<file path="src/rtl/cond_exec_stage.sv">
// cond_exec_stage: E-stage control register with NZCV flags and ARM condition annulment.
// Define COND_PERF_CNT_EN to add the ExecCnt/AnnulCnt performance counters.
module cond_exec_stage #(
  parameter int ALUC_W = 4
`ifdef COND_PERF_CNT_EN
  , parameter int CNT_W = 16
`endif
) (
  input  logic              CLK,
  input  logic              RST,
  input  logic              StallE,
  input  logic              FlushE,
  input  logic              ValidD,
  input  logic              RegWD,
  input  logic              MemWD,
  input  logic              MemToRegD,
  input  logic              ALUSrcD,
  input  logic              PCSD,
  input  logic [1:0]        FlagWD,
  input  logic [ALUC_W-1:0] ALUControlD,
  input  logic [3:0]        CondD,
  input  logic [3:0]        ALUFlags,
  output logic              ValidE,
  output logic              CondExE,
  output logic              RegWriteE,
  output logic              MemWriteE,
  output logic              PCSrcE,
  output logic              MemToRegE,
  output logic              ALUSrcE,
  output logic [ALUC_W-1:0] ALUControlE,
  output logic [3:0]        Flags
`ifdef COND_PERF_CNT_EN
  , output logic [CNT_W-1:0] ExecCnt
  , output logic [CNT_W-1:0] AnnulCnt
`endif
);
  logic              valid_e, regw_e, memw_e, mtr_e, alusrc_e, pcs_e;
  logic [1:0]        flagw_e;
  logic [ALUC_W-1:0] aluc_e;
  logic [3:0]        cond_e, flags;
  logic              base, cond_ok;
  always_ff @(posedge CLK or negedge RST) begin
    if (!RST) begin
      {valid_e, regw_e, memw_e, mtr_e, alusrc_e, pcs_e} <= '0;
      flagw_e <= '0;
      aluc_e  <= '0;
      cond_e  <= '0;
    end else if (FlushE) begin
      {valid_e, regw_e, memw_e, mtr_e, alusrc_e, pcs_e} <= '0;
      flagw_e <= '0;
      aluc_e  <= '0;
      cond_e  <= '0;
    end else if (!StallE) begin
      {valid_e, regw_e, memw_e, mtr_e, alusrc_e, pcs_e} <= {ValidD, RegWD, MemWD, MemToRegD, ALUSrcD, PCSD};
      flagw_e <= FlagWD;
      aluc_e  <= ALUControlD;
      cond_e  <= CondD;
    end
  end
  // Odd condition codes are the inverse of their even partner; 1111 inverts AL into never.
  always_comb begin
    base = 1'b1;
    case (cond_e[3:1])
      3'b000: base = flags[2];
      3'b001: base = flags[1];
      3'b010: base = flags[3];
      3'b011: base = flags[0];
      3'b100: base = flags[1] & ~flags[2];
      3'b101: base = flags[3] == flags[0];
      3'b110: base = ~flags[2] & (flags[3] == flags[0]);
      default: base = 1'b1;
    endcase
    cond_ok = base ^ cond_e[0];
  end
  assign ValidE      = valid_e;
  assign CondExE     = valid_e & cond_ok;
  assign RegWriteE   = regw_e & CondExE;
  assign MemWriteE   = memw_e & CondExE;
  assign PCSrcE      = pcs_e & CondExE;
  assign MemToRegE   = mtr_e;
  assign ALUSrcE     = alusrc_e;
  assign ALUControlE = aluc_e;
  assign Flags       = flags;
  always_ff @(posedge CLK or negedge RST) begin
    if (!RST) flags <= '0;
    else if (CondExE && !StallE) begin
      if (flagw_e[1]) flags[3:2] <= ALUFlags[3:2];
      if (flagw_e[0]) flags[1:0] <= ALUFlags[1:0];
    end
  end
`ifdef COND_PERF_CNT_EN
  always_ff @(posedge CLK or negedge RST) begin
    if (!RST) begin
      ExecCnt  <= '0;
      AnnulCnt <= '0;
    end else if (valid_e && !StallE) begin
      if (CondExE) ExecCnt <= ExecCnt + 1'b1;
      else AnnulCnt <= AnnulCnt + 1'b1;
    end
  end
`endif
endmodule

</file>
<file path="config.mk">
export PLATFORM = sky130hd
export DESIGN_NAME = cond_exec_stage
export DESIGN_NICKNAME = d
export VERILOG_FILES = /design/src/rtl/cond_exec_stage.sv
export SDC_FILE = /design/constraint.sdc
export NUM_CORES = 1
export LEC_CHECK = 0
export ABC_AREA = 1
export BUFFER_PORTS_ARGS = -buffer_cell sky130_fd_sc_hd__buf_2
export CAP_MARGIN = 30
export CORE_ASPECT_RATIO = 1.1
export CORE_MARGIN = 2
export CORE_UTILIZATION = 40
export CTS_BUF_LIST = sky130_fd_sc_hd__clkbuf_4
export DETAILED_ROUTE_END_ITERATION = 12
export PLACE_DENSITY = 0.66
export SYNTH_ARGS = -nofsm -noshare
export SYNTH_HDL_FRONTEND = slang
export SYNTH_SLANG_ARGS = --single-unit
</file>
<file path="constraint.sdc">
create_clock -name CLK -period 1.3 [get_ports CLK]
set_input_delay 0 -clock CLK [delete_from_list [all_inputs] [get_ports CLK]]
set_output_delay 0 -clock CLK [all_outputs]
set_load 0.1 [all_outputs]
</file>
==> summary.md <==
| Metric | Value |
|---|---|
| Critical path cell sequence | `inv_2, nand2_2, nor2_1, nor2_1, nand2_1, nand2_2, nand3_2, nand2_4, nor2_8, inv_4, nor2_4, buf_12` |
| Crit path max-delay family | `simple AND/OR/NAND/NOR gates` |
| Via density | `4.87` |
| Metal-1 WL | `1.09 mm` |
| Post-synth top area share | `50.3%` |
| Multi-input combinational cell area | `459 um2` |
| Failing checks | `setup timing` |
| R2R depth | `12` |
| Final period utilization | `136%` |
| Syn Inst Count | `119` |
| Crit start category | `register` |
| HPWL Detailed | `1.80 mm` |
| LEAKAGE | `0.817 nW` |
| Relative slew slack | `67.4%` |
| Number of flops mapped to enable cells by yosys | `0` |
| Cell taking the most area after synthesis | `dfrtp_1` |
| Initial antenna violation count | `0` |
| RSZ-0062 raised after global routing | `true` |
| CP Max Fanout | `4` |
| Post-route minimum period | `1.76 ns` |
| Reg clk slew, reported paths | `0.12 ns` |
| Final Net Count | `213` |
| Synthesized area | `995 um2` |
| Final Power | `1.64 mW` |
| CP arrival | `1.76 ns` |
| First-pass GRT wire length | `4.79 mm` |
| CTS tree | `done` |
| CTS Sinks | `20` |
| Bufs on Longest Clock Path | `2` |
| DRT Pass-1 Iters | `4` |
| FMAX | `568 MHz` |
| Pwr/cell area | `999 nW/um2` |
| Die area | `2900 um2` |
| I/O Buffers | `38` |
| Min-delay worst type | `input port to register` |
| Seq/Total Area, Yosys | `50.3%` |
| Area contributors post-synth | `dfrtp_1 50%, nand2_1 12%, nand3_1 9.1%` |
| Mean post-synth cell area | `8.36 um2` |
| Critical Path RT | `1.30 ns` |
| Cells after DPL | `189` |
| Final setup skew | `0.0128 ns` |
| Status | `finished with violations` |
| Wire length on met3 | `109 um` |
| Vias in the first global route | `1110` |
| Worst hold path depth | `3` |
| Post-synth top flop | `dfrtp_1` |
| Post-DP Area | `1360 um2` |
| Worst vdd ir | `0.000868 V` |
| CP max stage delay | `0.43 ns` |
| Synth async-reset ratio | `100%` |
| Register Area | `517 um2` |
| Routability congestion estimate | `0.790` |
| Pin count of the biggest net entering global routing | `23` |
| DIE WIDTH | `51.5 um` |
| Hold Path Origin | `StallE` |
| Rows | `18` |
| Yosys reg bits | `20` |
| CP endpoint kind | `output port` |
| H-Tree Depth | `1` |
| Crit Path Class | `register to output port` |
| Die height | `56.3 um` |
| Critical Path Slowest Stage Cell | `dfrtp_1` |
| Core ar. | `2300 um2` |
| Syn nets | `143` |
| Critical Path Stages | `12` |
| Initial Util | `43.3%` |
| Synth cell types | `19` |
| Area delta synth->final | `65.2%` |
| Global route overflow | `0` |
| Worst-Margin Slew | `0.492 ns` |
| DR top layer | `met4` |
| ANT cells | `0` |
| Count leader, synth | `nand2_1` |
| Layout cell share with drive strength beyond 1 | `41.0%` |
| Final WL | `2.69 mm` |
| Ys Warns | `0` |
| DRT antenna net count | `0` |
| Worst R2R Start | `cond_e[1]$_DFFE_PN0P_` |
| Worst-skew pair later-pin latency | `0.31 ns` |
| Final Slew Violations | `0` |
| Boundary Pins | `39` |
| Max-cap check violation count | `0` |
| Final Worst Setup Slack | `-0.462 ns` |
| Filler cells | `195` |
| Synth cell count leaders | `32 x nand2_1, 20 x dfrtp_1, 18 x nand3_1` |
| WP buf/inv | `3` |
| Metal2 WL | `1.43 mm` |
| DRC viols | `0` |
| Critical path origin | `cond_e[1]$_DFFE_PN0P_` |
| Final Non-Filler Cells | `218` |
| CTS Root Cell | `clkbuf_4` |
| Final setup vio count | `8` |
| Via count | `1061` |
| Per-cell routed wire length | `12.3 um` |
| CTS buffer count | `3` |
| Fin area | `1640 um2` |
| All-Layer GR Usage | `21.5%` |
| Setup TNS | `-2.77 ns` |
| Initial DRC count | `26` |
| Final hold vios | `0` |
-- routing by layer --
metal  vias up  track usage, %
li1        528               -
met1       490            26.1
met2        36            38.8
met3         7            1.86
met4         0            7.89
met5         -               0
-- logic make-up after synthesis --
logic type / Yosys count / share of synthesized area (%)
AOI/OAI and AO/OA: 15 / 9.81
DFF: 20 / 50.3
buffers and inverters: 17 / 6.54
and+or+nand+nor: 67 / 33.3
-- power by group --
group	switching, mW	internal, mW	leakage (nW)
registers	0.0368	0.676	0.259
clock network	0.192	0.141	0.0184
logic	0.404	0.192	0.540
-- stage by stage --
stage	setup WS [ns]	util [%]	hold WS, ns
global placement	-0.177	59.2	-0.0338
detailed placement	-0.214	59.2	-0.0232
finish	-0.462	71.5	0.0436
floorplan	-0.803	-	-0.296
global route	-0.594	71.5	0.0368
CTS	-0.467	71.1	0.0421
-- final cells by class --
class,count,share of cell area [%]
timing repair buffer,69,33.4
sequential,20,31.5
multi-input combinational,82,28.0
inverter,13,3.12
tap,30,2.28
clock buffer,4,1.83
-- what timing repair did --
| action | CTS | global route |
|---|---|---|
| hold buffers | 22 | 0 |
| hold endpoints to repair | 40 | 0 |
| pin swaps | 8 | 1 |
| setup buffers | 3 | 0 |
| setup endpoints to repair | 8 | 12 |
| gates resized for setup | 0 | 4 |
-- state kept, by name, summed over array words and instances (netlist names) --
register,cells
MemToRegE,1
cond_e,4
regw_e,1
ALUControlE,4
Flags,4
ALUSrcE,1
memw_e,1
pcs_e,1
ValidE,1
flagw_e,2
-- worst reg2reg max path: stages (launching register included) --
cell and delay, ns:
dfrtp_1 0.43, inv_2 0.09, nand2_2 0.06, nor2_1 0.08
nor2_1 0.05, nand2_1 0.06, nand2_2 0.07, a21oi_4 0.19
nor2_8 0.07, buf_4 0.14, buf_4 0.13, nand4_1 0.07
nand2_1 0.06
-- path summary, 6_finish.rpt --
kind | endpoint | slack (ns)
worst max-delay path | MemWriteE | -0.46
worst min-delay path | cond_e[0]$_DFFE_PN0P_ | 0.04
worst max register to register | Flags[0]$_DFFE_PN0P_ | -0.29
worst min register to register | ALUControlE[0]$_DFFE_PN0P_ | 0.53
max in group asynchronous | Flags[1]$_DFFE_PN0P_ | 0.81
min in group asynchronous | ALUControlE[1]$_DFFE_PN0P_ | 0.15
-- layout by cell type, fill, tap and decap left out, drive strengths merged --
master       Yosys  layout
nor2             7       7
dlygate4sd3      0      22
nand3           21      21
nand4            4       4
buf              2      43
nand2           35      35
inv             13      13
clkbuf           2       8
a21oi            7       7
o21ai            8       8
dfrtp           20      20
Note: power is estimated with default switching activity, not from simulation.
